## src/rtl/sort_pkg.sv

```systemverilog
// rtl/sort_pkg.sv - shared command/state types and default servo widths for the colour sorter
package sort_pkg;

    typedef enum logic [1:0] {
        CMD_GO    = 2'd0,
        CMD_RED   = 2'd1,
        CMD_GREEN = 2'd2,
        CMD_BLUE  = 2'd3
    } cmd_t;

    typedef enum logic [1:0] {
        IDLE     = 2'd0,
        POSITION = 2'd1,
        DISPENSE = 2'd2
    } state_t;

    localparam logic [16:0] W_RED_DEF   = 17'd73000;
    localparam logic [16:0] W_GREEN_DEF = 17'd95000;
    localparam logic [16:0] W_BLUE_DEF  = 17'd50000;
    localparam logic [16:0] W_LEFT_DEF  = 17'd50000;
    localparam logic [16:0] W_RIGHT_DEF = 17'd100000;

endpackage

```

## src/rtl/servo_frame_timer.sv

```systemverilog
// rtl/servo_frame_timer.sv - free-running servo frame counter with first/last tick strobes
module servo_frame_timer #(
    parameter int FRAME_TICKS = 1000000
) (
    input  logic clk,
    input  logic rst_n,
    output logic frame_start,
    output logic frame_last
);

    localparam int CW = (FRAME_TICKS > 1) ? $clog2(FRAME_TICKS) : 1;
    localparam logic [CW-1:0] LAST = CW'(FRAME_TICKS - 1);

    logic [CW-1:0] cnt;

    always_ff @(posedge clk) begin
        if (!rst_n) begin
            cnt <= '0;
        end else if (cnt == LAST) begin
            cnt <= '0;
        end else begin
            cnt <= cnt + 1'b1;
        end
    end

    assign frame_start = (cnt == '0);
    assign frame_last  = (cnt == LAST);

endmodule

```

## src/rtl/sort_sequencer.sv

```systemverilog
// rtl/sort_sequencer.sv - frame-aligned servo command scheduler; SORT_COALESCE_EN merges colour requests at the queue tail
module sort_sequencer
    import sort_pkg::*;
#(
    parameter int          FRAME_TICKS = 1000000,
    parameter int          POS_FRAMES  = 50,
    parameter int          DISP_FRAMES = 100,
    parameter int          FIFO_DEPTH  = 4,
    parameter logic [16:0] W_RED       = W_RED_DEF,
    parameter logic [16:0] W_GREEN     = W_GREEN_DEF,
    parameter logic [16:0] W_BLUE      = W_BLUE_DEF,
    parameter logic [16:0] W_LEFT      = W_LEFT_DEF,
    parameter logic [16:0] W_RIGHT     = W_RIGHT_DEF
) (
    input  logic        clk,
    input  logic        rst_n,
    input  logic        req_red,
    input  logic        req_green,
    input  logic        req_blue,
    input  logic        req_go,
    output logic        pos_en,
    output logic [16:0] pos_width,
    output logic        disp_en,
    output logic [16:0] disp_width,
    output logic        frame_start,
    output logic        busy,
    output logic        fifo_full,
    output logic        drop_err,
    output logic [1:0]  state_dbg
);

    localparam int PW       = (FIFO_DEPTH > 1) ? $clog2(FIFO_DEPTH) : 1;
    localparam int CNTW     = PW + 1;
    localparam int HOLD_MAX = (POS_FRAMES > DISP_FRAMES) ? POS_FRAMES : DISP_FRAMES;
    localparam int HW       = $clog2(HOLD_MAX + 1);

    logic frame_last;

    servo_frame_timer #(.FRAME_TICKS(FRAME_TICKS)) u_timer (
        .clk         (clk),
        .rst_n       (rst_n),
        .frame_start (frame_start),
        .frame_last  (frame_last)
    );

    // Bit order {go, blue, green, red} so the lowest set bit is the winning request.
    logic [3:0] sync1, sync2, prev, rise;

    always_ff @(posedge clk) begin
        if (!rst_n) begin
            sync1 <= '0;
            sync2 <= '0;
            prev  <= '0;
        end else begin
            sync1 <= {req_go, req_blue, req_green, req_red};
            sync2 <= sync1;
            prev  <= sync2;
        end
    end

    assign rise = sync2 & ~prev;

    cmd_t       sel;
    logic       any_rise, multi_rise;

    always_comb begin
        sel = CMD_GO;
        if (rise[0])      sel = CMD_RED;
        else if (rise[1]) sel = CMD_GREEN;
        else if (rise[2]) sel = CMD_BLUE;
    end

    assign any_rise   = |rise;
    assign multi_rise = (rise & (rise - 4'd1)) != 4'd0;

    cmd_t            mem [FIFO_DEPTH];
    logic [PW-1:0]   wr_ptr, rd_ptr;
    logic [CNTW-1:0] count;
    cmd_t            head, tail;
    logic            fifo_empty, pop, do_push, coalesce, drop;

    state_t          state;
    logic [HW-1:0]   hold;
    logic            dir_right, done, next_dir;

    assign head       = mem[rd_ptr];
    assign tail       = mem[wr_ptr - 1'b1];
    assign fifo_empty = (count == '0);
    assign fifo_full  = (count == CNTW'(FIFO_DEPTH));

    assign done = frame_last &&
                  ((state == POSITION && hold == HW'(POS_FRAMES)) ||
                   (state == DISPENSE && hold == HW'(DISP_FRAMES)));
    // Popping on the last tick means the new command starts exactly on frame count 0.
    assign pop  = frame_last && !fifo_empty && (state == IDLE || done);

`ifdef SORT_COALESCE_EN
    // A tail entry that is also the head being popped this cycle is no longer mergeable.
    assign coalesce = any_rise && (sel != CMD_GO) && !fifo_empty && (tail != CMD_GO) &&
                      !(pop && count == CNTW'(1));
`else
    assign coalesce = 1'b0;
`endif

    assign do_push = any_rise && !coalesce && (!fifo_full || pop);
    assign drop    = multi_rise || (any_rise && !coalesce && !do_push);

    always_ff @(posedge clk) begin
        if (do_push) begin
            mem[wr_ptr] <= sel;
        end else if (coalesce) begin
            mem[wr_ptr - 1'b1] <= sel;
        end
    end

    always_ff @(posedge clk) begin
        if (!rst_n) begin
            wr_ptr   <= '0;
            rd_ptr   <= '0;
            count    <= '0;
            drop_err <= 1'b0;
        end else begin
            if (pop)     rd_ptr <= rd_ptr + 1'b1;
            if (do_push) wr_ptr <= wr_ptr + 1'b1;
            count <= count + CNTW'(do_push) - CNTW'(pop);
            if (drop)    drop_err <= 1'b1;
        end
    end

    assign next_dir = (done && state == DISPENSE) ? ~dir_right : dir_right;

    always_ff @(posedge clk) begin
        if (!rst_n) begin
            state      <= IDLE;
            pos_en     <= 1'b0;
            disp_en    <= 1'b0;
            pos_width  <= '0;
            disp_width <= '0;
            dir_right  <= 1'b0;
            hold       <= '0;
        end else begin
            if (state != IDLE && frame_start) begin
                hold <= hold + 1'b1;
            end
            if (done) begin
                state     <= IDLE;
                pos_en    <= 1'b0;
                disp_en   <= 1'b0;
                dir_right <= next_dir;
            end
            if (pop) begin
                hold <= '0;
                if (head == CMD_GO) begin
                    state      <= DISPENSE;
                    disp_en    <= 1'b1;
                    disp_width <= next_dir ? W_RIGHT : W_LEFT;
                end else begin
                    state  <= POSITION;
                    pos_en <= 1'b1;
                    case (head)
                        CMD_RED:   pos_width <= W_RED;
                        CMD_GREEN: pos_width <= W_GREEN;
                        default:   pos_width <= W_BLUE;
                    endcase
                end
            end
        end
    end

    assign busy      = (state != IDLE) || !fifo_empty;
    assign state_dbg = state;

endmodule

```

## config.mk

```make
export PLATFORM = sky130hd
export DESIGN_NAME = sort_sequencer
export DESIGN_NICKNAME = d
export VERILOG_FILES = /design/src/rtl/sort_pkg.sv /design/src/rtl/servo_frame_timer.sv /design/src/rtl/sort_sequencer.sv
export SDC_FILE = /design/constraint.sdc
export NUM_CORES = 1
export LEC_CHECK = 0
export ABC_AREA = 1
export BUFFER_PORTS_ARGS = -buffer_cell sky130_fd_sc_hd__buf_2
export CELL_PAD_IN_SITES_DETAIL_PLACEMENT = 1
export CELL_PAD_IN_SITES_GLOBAL_PLACEMENT = 1
export CORE_ASPECT_RATIO = 0.6
export CORE_UTILIZATION = 45
export DETAILED_ROUTE_END_ITERATION = 7
export PLACE_DENSITY_LB_ADDON = 0.1
export SKIP_LAST_GASP = 1
export SYNTH_ARGS = -nofsm -noshare
export SYNTH_HDL_FRONTEND = slang
export SYNTH_HIERARCHICAL = 1
export SYNTH_SLANG_ARGS = --single-unit
```

## constraint.sdc

```tcl
create_clock -name clk -period 5.9 [get_ports clk]
set_input_delay 0.59 -clock clk [delete_from_list [all_inputs] [get_ports clk]]
set_output_delay 0.59 -clock clk [all_outputs]
set_load 0.01 [all_outputs]
```

==> After elaboration in Yosys (flattened, before gate mapping) <==
Memory sizes are Yosys's and may differ from the RTL's. A register that Yosys moved wholly into a read port is not among the register bits.
Cells that the tools add are included.
{ "classes": {"addsub": 7, "n_eq_ne": 8, "n_mux": 19, "bitwise_logic": 6, "n_reduce_logical": 29} }
{ "ops": {"columns": ["cell", "n"], "rows": [
  ["$pmux 17 s2", 1],
  ["$add 20x1->20 const B", 1],
  ["$eq 20x20->1 const B", 1],
  ["$logic_not 20->1", 1],
  ["$mux 17", 1],
  ["$mux 2", 8],
  ["$logic_and 1x1->1", 9],
  ["$mux 1", 9],
  ["$and 4x4->4", 2],
  ["$add 7x1->7 const B", 1],
  ["$eq 7x6->1 const B", 1],
  ["$eq 7x7->1 const B", 1],
  ["$logic_or 1x1->1", 5],
  ["$add 2x1->2 const B", 2],
  ["$eq 2x1->1 const B", 2],
  ["$eq 2x2->1 const B", 2],
  ["$logic_not 2->1", 2],
  ["$not 4->4", 1],
  ["$reduce_and 2->1", 2],
  ["$reduce_bool 2->1", 2],
  ["$reduce_bool 4->1", 1],
  ["$reduce_or 2->1", 2],
  ["$reduce_or 4->1", 1],
  ["$sub 4x1->4 const B", 1],
  ["other kinds (6)", 10]
]} }
{ "totals": {"ff_bits": 86, "ramBits": 8, "in_bits": 6, "mem_count": 1} }
{ "memory_table": {"columns": ["memory", "depth", "word_bits", "read_ports", "rd_clocked_by_memory_dff", "write_ports", "line", "text"], "rows": [
  ["mem", 4, 2, 1, 1, 1, "sort_sequencer.sv:76", "cmd_t mem [FIFO_DEPTH];"]
]} }

==> Depth between registers and ports, before layout <==
Gate-level depths: netlist of run 1.
{ "logic_depth": {"depth_word": 11, "mapped_depth": 16} }

==> Cells and area by module <==
Netlist of run 1, hierarchy kept.
{ "modules_own_cells": {"columns": ["module", "instances", "cells_each", "area_each_um2", "seq_area_each_um2"], "rows": [
  ["sort_sequencer", 1, 306, 2453.6, 1101.1],
  ["servo_frame_timer", 1, 163, 1102.3, 400.4]
]} }

==> Least setup slack after synthesis of run 1 <==
Ideal clock, no wire load.
{ "synth_timing": {"path_type": "register to register", "from": "reg u_timer.cnt[0]", "to": "reg count[2]", "setup_ps": 70, "arrival_time_ps": 2300, "t_required_ps": 5830, "slack_ps": 3530, "stages_incl_launch_ff": 15, "n_path_buf": 0, "synth_period_minus_slack_ps": 2370, "cell_sequence": "dfxtp_1 ha_1 nand3_2 nor2_4 nand3_2 inv_1 a21boi_4 nand2_4 nand3_1 nand2_1 ha_1 fa_1 inv_1 o21ai_0 a21oi_1"} }
{ "synth_between": {"elab_chain_len": 8, "elab_cells_between_ends": 9} }
{ "synth_lines": {"columns": ["item", "line", "text"], "rows": [
  ["start, declared", "servo_frame_timer.sv:14", "logic [CW-1:0] cnt;"],
  ["start signal, assigned", "servo_frame_timer.sv:22", "cnt <= cnt + 1'b1;"],
  ["$eq 20x20->1 *", "servo_frame_timer.sv:27", "assign frame_last = (cnt == LAST);"],
  ["named net frame_last", "sort_sequencer.sv:37", "logic frame_last;"],
  ["$logic_and 1x1->1", "sort_sequencer.sv:91", "assign done = frame_last &&"],
  ["$logic_or 1x1->1", "sort_sequencer.sv:95", "assign pop = frame_last && !fifo_empty && (state == IDLE || done);"],
  ["$logic_and 1x1->1 *", "sort_sequencer.sv:95", null],
  ["$logic_or 1x1->1", "sort_sequencer.sv:105", "assign do_push = any_rise && !coalesce && (!fifo_full || pop);"],
  ["$logic_and 1x1->1", "sort_sequencer.sv:105", null],
  ["$add 3x1->3", "sort_sequencer.sv:125", "count <= count + CNTW'(do_push) - CNTW'(pop);"],
  ["$sub 3x1->3 *", "sort_sequencer.sv:125", null],
  ["end signal, assigned", "sort_sequencer.sv:125", null],
  ["end, declared", "sort_sequencer.sv:78", "logic [CNTW-1:0] count;"]
]} }
The timed path passes the listed nets; every way through them passes the cells marked *.
A chain may end at the register's enable or synchronous reset.

==> Worst setup path in the final report of run 1 <==
Ends and elaborated chain as after synthesis.

==> results of run 1 <==
[per-stage QoR]
step	util	std cells	total power [mW]	hold WS [ns]
2_1_floorplan	-	479	0.597	0.390
3_3_place_gp	0.495	590	0.616	0.395
3_5_place_dp	0.495	590	0.620	0.401
4_1_cts	0.534	606	1.15	0.410
5_1_grt	0.534	606	1.19	0.436
6_report	0.534	606	1.14	0.408
[power breakdown]
| part | internal [mW] | leakage (nW) | switching (mW) |
|---|---|---|---|
| Clock | 0.326 | 0.143 | 0.201 |
| Combinational | 0.0304 | 1.08 | 0.0642 |
| Sequential | 0.505 | 0.586 | 0.00940 |
| Total | 0.862 | 1.81 | 0.274 |
[worst max-delay path: cells and delay by family (launching register included)]
family	cells	cell delay (ns)
buffers and inverters	2	0.23
AND/OR/NAND/NOR	6	0.74
adder cells (fa/ha/maj)	3	0.80
AO/OA/AOI/OAI	3	0.45
flip-flops	1	0.38
[state kept, by name, summed over array words and instances (netlist names), named ones only]
name	flops
mem	8
state_dbg	2
sync1	4
count	3
pos_en	1
prev	4
drop_err	1
rd_ptr	2
u_timer/cnt	20
sync2	4
pos_width	6
wr_ptr	2
dir_right	1
hold	7
disp_width	3
disp_en	1
[cell type report]
class / instances / share of cell area
Clock buffer: 10 / 0.0576
Clock inverter: 6 / 0.0154
Sequential cell: 71 / 0.378
Inverter: 73 / 0.0695
Timing Repair Buffer: 36 / 0.0453
Tap cell: 104 / 0.0327
Multi-Input combinational cell: 306 / 0.402
[worst min path at each step]
stage,startpoint,cells past startpoint,endpoint,slack [ns]
after floorplan,sync1[0],2,sync2[0],0.39
after global placement,sync1[1],2,sync2[1],0.40
after detailed placement,sync1[2],2,sync2[2],0.40
after CTS,sync1[2],2,sync2[2],0.41
after global routing,sync1[1],2,sync2[1],0.44
final,sync1[2],2,sync2[2],0.41
[synthesized netlist by cell type, types with 6 or more instances]
master | count | area, um^2
ha_1 | 14 | 175
inv_1 | 71 | 267
nand3_1 | 17 | 85.1
edfxtp_1 | 8 | 240
buf_4 | 26 | 195
nor2_1 | 72 | 270
a21oi_1 | 20 | 100
nand2_1 | 105 | 394
xor2_1 | 6 | 52.6
o21ai_0 | 6 | 30.0
nand2_4 | 6 | 67.6
nor2_2 | 6 | 37.5
dfxtp_1 | 63 | 1260
[cell families (layout without fill, tap and decap cells)]
logic type | count (synthesis) | after routing | share of synthesized area
AOI/OAI and AO/OA | 38 | 38 | 0.0633
and+or+nand+nor | 231 | 231 | 0.292
other | 1 | 11 | 0.00105
adders and majority gates | 15 | 15 | 0.0549
DFF | 71 | 71 | 0.422
buffers and inverters | 102 | 125 | 0.139
xor gates and xnor gates | 11 | 11 | 0.0271
[metal layers]
layer	up-vias	global-route usage	routed length, um
met5	-	0	0
met4	0	0.0605	25
met3	2	0.0514	390
met2	67	0.328	3420
met1	1324	0.314	4330
li1	1454	-	-
==> flow_summary.ini, run 1 <==
[setup_path]
r2r-end = count[2]
crit_path_start_kind = flip-flop
worstPathCellList = ha_1 > nand3_2 > nor2_4 > nand3_2 > inv_1 > a21boi_4 > nand2_4 > nand3_1 > nand2_1 > ha_1 > fa_1 > inv_1 > o21ai_0 > a21oi_1
critPathKind = flip-flop to flip-flop
crit_fanout = 8
endpoint = count[2]
rr_startpoint = u_timer/cnt[0]
critPathArrivalTime_ns = 2.92
critPathMaxStageDelay_ns = 0.38
worstPathRequired_ns = 6.16
end_kind = flip-flop
critPathSlowestCell = dfxtp_1
rr_worst_depth = 14
worstSetupStartpoint = u_timer/cnt[0]
regToRegSetupSlack_ns = 3.24

[placed_design]
dpl_cell_area_um2 = 3690
dp_hpwl_um = 6280
io_buffers = 36
post-place-ws_ns = 3.26
routabilityCongestion = 0.841

[clocking]
worstSkewPairLatency_ns = 0.33
root_buffer = clkbuf_16
clock_sinks = 71
cts_tree = built
post_cts_buffers = 0
cts_buffers = 9
clkTransAtPathRegs_ns = 0.06
cts_resized = 0
ctsHoldBuffers = 0
htreeDepth = 3
clockBufferDepth = 2

[routing]
wire_per_inst_um = 13.5
vias = 2847
wl_um = 8170
first_pass_iters = 4
via_per_inst = 4.70
drc = 0
detail-route-antenna-nets = 0
drt_iter0_markers = 148

[sta]
rsz0062_at_grt = no
timing.final.crit_share = 0.451
worstMarginPinSlew_ns = 0.664
fin_crit_ns = 2.66
finalSetupViolations = 0
hold_viol_final = 0
setup_slack_ns = 3.24
relSlewSlack = 0.553
final-max-slew-violation-count = 0
tns_ns = 0
fmaxAchievable_mhz = 376
skew_ns = 0.00540

[cells_and_area]
finalNetCount = 518
layout_commonest_cell = nand2_1
diodes = 0
seqCellArea_um2 = 1500
layout-drive-gt1-share = 0.155
postLayoutCellArea_um2 = 3980
final_cell_mix = nand2_1, nor2_1, inv_1, dfxtp_1, buf_2
nFillCells = 963
area_delta_synth_final_pct = 11.8
multiInputGateArea_um2 = 1600

[floorplanning]
die_area_um2 = 8270
io_pins = 48
row_count = 24
initial_core_util = 0.477
core-area_um2 = 7450
fp.dieW_um = 117
die_y_um = 70.9

[logic_synthesis]
synth-edff-count = 8
yosys_warnings = 6
synth-seq-cells = 71
synth_ff_type = dfxtp_1
syn_inst = 469
syn_area_per_cell_um2 = 7.58
async_reset_ff_frac = 0
seq_area_frac_synth = 0.422
syn-cell-area_um2 = 3560
synthDistinctLibCells = 37

[pwr]
ir_drop_v = 0.000238
powerDensity_nw_per_um2 = 286
p_leak_nw = 1.81

[global_routing]
track_usage = 0.219
grt_pass1_wl_um = 13600
grt_max_degree = 32
overflow = 0
grt_pass1_vias = 2787
antenna_found_initial = 0

[min_path]
hp-class = flip-flop to flip-flop

[flow_run]
drv_cap = 0

[outcome]
run_status = completed
Note: power is estimated with default switching activity, not from simulation.
==> run 2, diff against run 1 <==
--- a/config.mk
+++ b/config.mk
@@ -10,7 +10,7 @@
 export CELL_PAD_IN_SITES_DETAIL_PLACEMENT = 1
 export CELL_PAD_IN_SITES_GLOBAL_PLACEMENT = 1
 export CORE_ASPECT_RATIO = 0.6
-export CORE_UTILIZATION = 45
+export CORE_UTILIZATION = 42
 export DETAILED_ROUTE_END_ITERATION = 7
 export PLACE_DENSITY_LB_ADDON = 0.1
 export SKIP_LAST_GASP = 1
==> constraint.sdc (replaced) <==
create_clock -name clk -period 2.7 [get_ports clk]
set_input_delay 0.27 -clock clk [delete_from_list [all_inputs] [get_ports clk]]
set_output_delay 0.27 -clock clk [all_outputs]
set_load 0.01 [all_outputs]
==> run 2 against run 1 <==
Setup slack worse by 3.1 ns. Clock-buffer cell count is 3 higher. Global-route usage is 1.9 points lower. Combinational power is 120% higher. Register-to-register slack worse by 3.1 ns. Die area is 7.0% higher. Via count is 0.77% higher. Sequential share of layout area is 0.62 points lower. Maximum frequency is 5.4% higher.
==> flow_summary.ini, run 2 (synthesis results as in run 1) <==
[outcome]
run_status = completed

[floorplanning]
core-area_um2 = 8040
row_count = 25
die_area_um2 = 8850
fp.dieW_um = 121
io_pins = 48
initial_core_util = 0.442
die_y_um = 73.3

[cells_and_area]
area_delta_synth_final_pct = 13.9
largest_registers = u_timer/cnt: 20 flops, mem: 8 flops, hold: 7 flops
nFillCells = 1046
layout_commonest_cell = nand2_1
finalNetCount = 525
diodes = 0
multiInputGateArea_um2 = 1610
layout-drive-gt1-share = 0.171
utilization = 0.504
largest_register_ffs = 20
final_cell_mix = nand2_1, nor2_1, inv_1, dfxtp_1, buf_2
seqCellArea_um2 = 1500
regMostFlops = u_timer/cnt

[sta]
rsz0062_at_grt = no
skew_ns = 0.00677
final-max-slew-violation-count = 0
fmaxAchievable_mhz = 396
tns_ns = 0
relSlewSlack = 0.605
hold_viol_final = 0
worstMarginPinSlew_ns = 0.592
timing.final.crit_share = 0.935
fin_crit_ns = 2.52
finalSetupViolations = 0
setup_slack_ns = 0.176

[clocking]
worstSkewPairLatency_ns = 0.33
clockBufferDepth = 2
cts_tree = built
ctsHoldBuffers = 0
cts_buffers = 9
clkTransAtPathRegs_ns = 0.05
htreeDepth = 3
root_buffer = clkbuf_16
clock_sinks = 71

[global_routing]
grt_pass1_vias = 2687
grt_pass1_wl_um = 13400
track_usage = 0.200
overflow = 0
antenna_found_initial = 0
grt_max_degree = 32

[routing]
drt_iter0_markers = 134
vias = 2869
drc = 0
via_per_inst = 4.65
wl_um = 7880
wire_per_inst_um = 12.8
first_pass_iters = 4
detail-route-antenna-nets = 0

[setup_path]
rr_startpoint = u_timer/cnt[0]
critPathKind = flip-flop to flip-flop
end_kind = flip-flop
r2r-end = count[2]
crit_fanout = 7
critPathArrivalTime_ns = 2.78
crit_path_start_kind = flip-flop
regToRegSetupSlack_ns = 0.18
worstSetupStartpoint = u_timer/cnt[0]
worstPathRequired_ns = 2.96
rr_worst_depth = 14

[flow_run]
drv_cap = 0

[placed_design]
dp_hpwl_um = 5990
io_buffers = 36
post-place-ws_ns = 0.0219
routabilityCongestion = 0.820

[min_path]
hp-class = input pin to flip-flop
hold_start = req_go
holdPathStages = 3
hold_end = sync1[3]

[pwr]
p_total_mw = 2.49
p_leak_nw = 1.84
ir_drop_v = 0.000305
powerDensity_nw_per_um2 = 615
run 2: changes by cell type in the layout (fill, tap and decap cells not counted), sizes merged:
cell	previous run	this run
clkbuf	10	13
inv	74	73
buf	36	43
clkinv	3	1
run 2: power by group:
part,switching (mW),internal (mW)
sequential,0.0214,1.10
clock,0.419,0.739
combinational,0.141,0.0667
run 2: through the flow:
stage / std cells / hold slack, ns / area [um^2]
after floorplan: 479 / 0.368 / 3590
after global placement: 599 / 0.397 / 3730
after detailed placement: 599 / 0.406 / 3730
after CTS: 615 / 0.108 / 4020
after global routing: 617 / 0.137 / 4050
final: 617 / 0.121 / 4050
run 2: layout make-up:
type	instances	area share
Sequential cell	71	0.371
Clock inverter	3	0.0105
Tap cell	108	0.0334
Clock buffer	13	0.0618
Inverter	73	0.0683
Timing Repair Buffer	43	0.0575
Multi-Input combinational cell	306	0.397
run 2: worst max-delay path by stage:
stage / end / slack, ns
floorplan: count[2] / 0.33
global placement: count[2] / 0.20
detailed placement: count[2] / 0.02
CTS: count[2] / 0.007
global route: count[2] / 0.008
finish: count[2] / 0.18
run 2: worst max-delay path, cell delays in order (launching register included):
cell	delay, ns
dfxtp_2	0.36
ha_2	0.21
nand3_2	0.11
nor2_4	0.19
nand3_4	0.12
inv_2	0.10
a21boi_4	0.21
nand2_4	0.13
nand3_1	0.10
nand2_1	0.06
ha_1	0.19
fa_1	0.35
inv_1	0.07
o21ai_0	0.08
a21oi_1	0.15
run 2: layer usage:
metal  GRT usage  up-vias  share of wire
li1            -     1477              -
met1       0.286     1327           0.54
met2       0.289       57           0.40
met3      0.0536        8          0.051
met4      0.0700        0         0.0076
met5           0        -              0
run 2: what timing repair did:
item,in CTS,in global routing
endpoints found under the setup margin,1,2
pin swaps,0,2
setup buffers,0,2
gates resized for setup,1,4
==> run 3, diff against run 2 <==
--- a/config.mk
+++ b/config.mk
@@ -11,8 +11,10 @@
 export CELL_PAD_IN_SITES_GLOBAL_PLACEMENT = 1
 export CORE_ASPECT_RATIO = 0.6
 export CORE_UTILIZATION = 42
+export CTS_CLUSTER_DIAMETER = 60
 export DETAILED_ROUTE_END_ITERATION = 7
 export PLACE_DENSITY_LB_ADDON = 0.1
+export SETUP_SLACK_MARGIN = 0.2
 export SKIP_LAST_GASP = 1
 export SYNTH_ARGS = -nofsm -noshare
 export SYNTH_HDL_FRONTEND = slang
==> run 3 against run 2 <==
Clock skew barely moved. Global-route usage up 0.051 points. Clock-buffer cell count stayed put. Register-to-register slack improved by 0.16 ns. Final cell count up 0.49%. Largest power group unchanged. Critical path depth stayed put.
==> flow_summary.ini, run 3 (synthesis results as in run 1) <==
[routing]
wire_per_inst_um = 12.9
detail-route-antenna-nets = 0
drt_iter0_markers = 166
drc = 0
via_per_inst = 4.69
wl_um = 8020
vias = 2910
first_pass_iters = 4

[global_routing]
overflow = 0
antenna_found_initial = 0
grt_pass1_wl_um = 13500
grt_max_degree = 32
grt_pass1_vias = 2708
track_usage = 0.200

[floorplanning]
io_pins = 48
fp.dieW_um = 121
row_count = 25
die_area_um2 = 8850
core-area_um2 = 8040
die_y_um = 73.3
initial_core_util = 0.442

[cells_and_area]
final_cell_mix = nand2_1, inv_1, nor2_1, dfxtp_1, buf_2
area_delta_synth_final_pct = 15.3
nFillCells = 1039
seqCellArea_um2 = 1510
finalNetCount = 528
utilization = 0.510
layout-drive-gt1-share = 0.184
regMostFlops = u_timer/cnt
largest_registers = u_timer/cnt: 20 flops, mem: 8 flops, hold: 7 flops
multiInputGateArea_um2 = 1630
layout_commonest_cell = nand2_1
final_cells = 620
largest_register_ffs = 20
diodes = 0

[setup_path]
end_kind = flip-flop
regToRegSetupSlack_ns = 0.34
worstSetupStartpoint = u_timer/cnt[1]
worst-path-buf-inv = 2
critPathSlowestCell = dfxtp_4
worstPathRequired_ns = 2.96
rr_worst_depth = 14
r2r-end = count[2]
critPathArrivalTime_ns = 2.62
worstPathCellList = ha_4 > nand3_2 > nor2_4 > nand3_4 > inv_4 > a21boi_4 > nand2_4 > nand3_1 > nand2_1 > ha_1 > fa_1 > inv_1 > o21ai_0 > a21oi_1
crit_fanout = 5
crit_cells = 14
endpoint = count[2]
critPathKind = flip-flop to flip-flop
rr_startpoint = u_timer/cnt[1]
cp_top_family = adder cells
critPathMaxStageDelay_ns = 0.37
crit_path_start_kind = flip-flop

[sta]
final-max-slew-violation-count = 0
relSlewSlack = 0.602
hold_viol_final = 0
fin_crit_ns = 2.36
fmaxAchievable_mhz = 424
finalSetupViolations = 0
setup_slack_ns = 0.340
tns_ns = 0
skew_ns = 0.00725
worstMarginPinSlew_ns = 0.598
timing.final.crit_share = 0.874
rsz0062_at_grt = no

[placed_design]
routabilityCongestion = 0.820
io_buffers = 36
post-place-ws_ns = 0.0219
dp_hpwl_um = 5990
place_inst = 599

[clocking]
clkTransAtPathRegs_ns = 0.05
htreeDepth = 3
cts_tree = built
clock_sinks = 71
cts_buffers = 9
root_buffer = clkbuf_16
worstSkewPairLatency_ns = 0.33
clockBufferDepth = 2
ctsHoldBuffers = 0

[flow_run]
drv_cap = 0

[pwr]
p_leak_nw = 1.85
p_total_mw = 2.50
powerDensity_nw_per_um2 = 609
ir_drop_v = 0.000305

[min_path]
hp-class = input pin to flip-flop

[outcome]
run_status = completed
## run 3: area by class of cell
cell class              count  share of cell area
multi-input cells         306               0.397
flip-flops and latches     71               0.368
inverters                  73              0.0681
repair buffers             46              0.0623
clock buffers              13              0.0611
well taps                 108              0.0330
clock inverters             3              0.0104
## run 3: worst min-delay path: stages
cell and delay [ns]:
buf_2 0.07, nand2_1 0.04, inv_1 0.04
## run 3: what timing repair did
action	CTS	global route
pin swaps	3	3
setup endpoints to repair	2	2
endpoints found under the hold margin	0	0
setup buffers	2	3
resized for setup	5	8
## run 3: how the worst min path moves through the flow
stage	from	endpoint	cells after the start
CTS	req_green	sync1[1]	3
floorplan	req_red	sync1[0]	2
global placement	sync1[2]	sync2[2]	2
global route	req_go	sync1[3]	3
finish	req_go	sync1[3]	3
detailed placement	sync1[1]	sync2[1]	2
## run 3: metal layers
metal,track usage,part of all wire
met5,0,0
met3,0.0536,0.046
met2,0.291,0.41
met1,0.286,0.53
met4,0.0700,0.0090
## run 3: report_power, final
part           switching, mW  leakage [nW]  internal (mW)
combinational          0.141          1.13         0.0673
clock                  0.421         0.140          0.739
sequential            0.0227         0.587           1.10
## run 3: metrics by stage
step	hold WS (ns)	area, um^2
floorplan	0.368	3590
finish	0.119	4100
global route	0.137	4100
global placement	0.397	3730
CTS	0.108	4050
detailed placement	0.406	3730
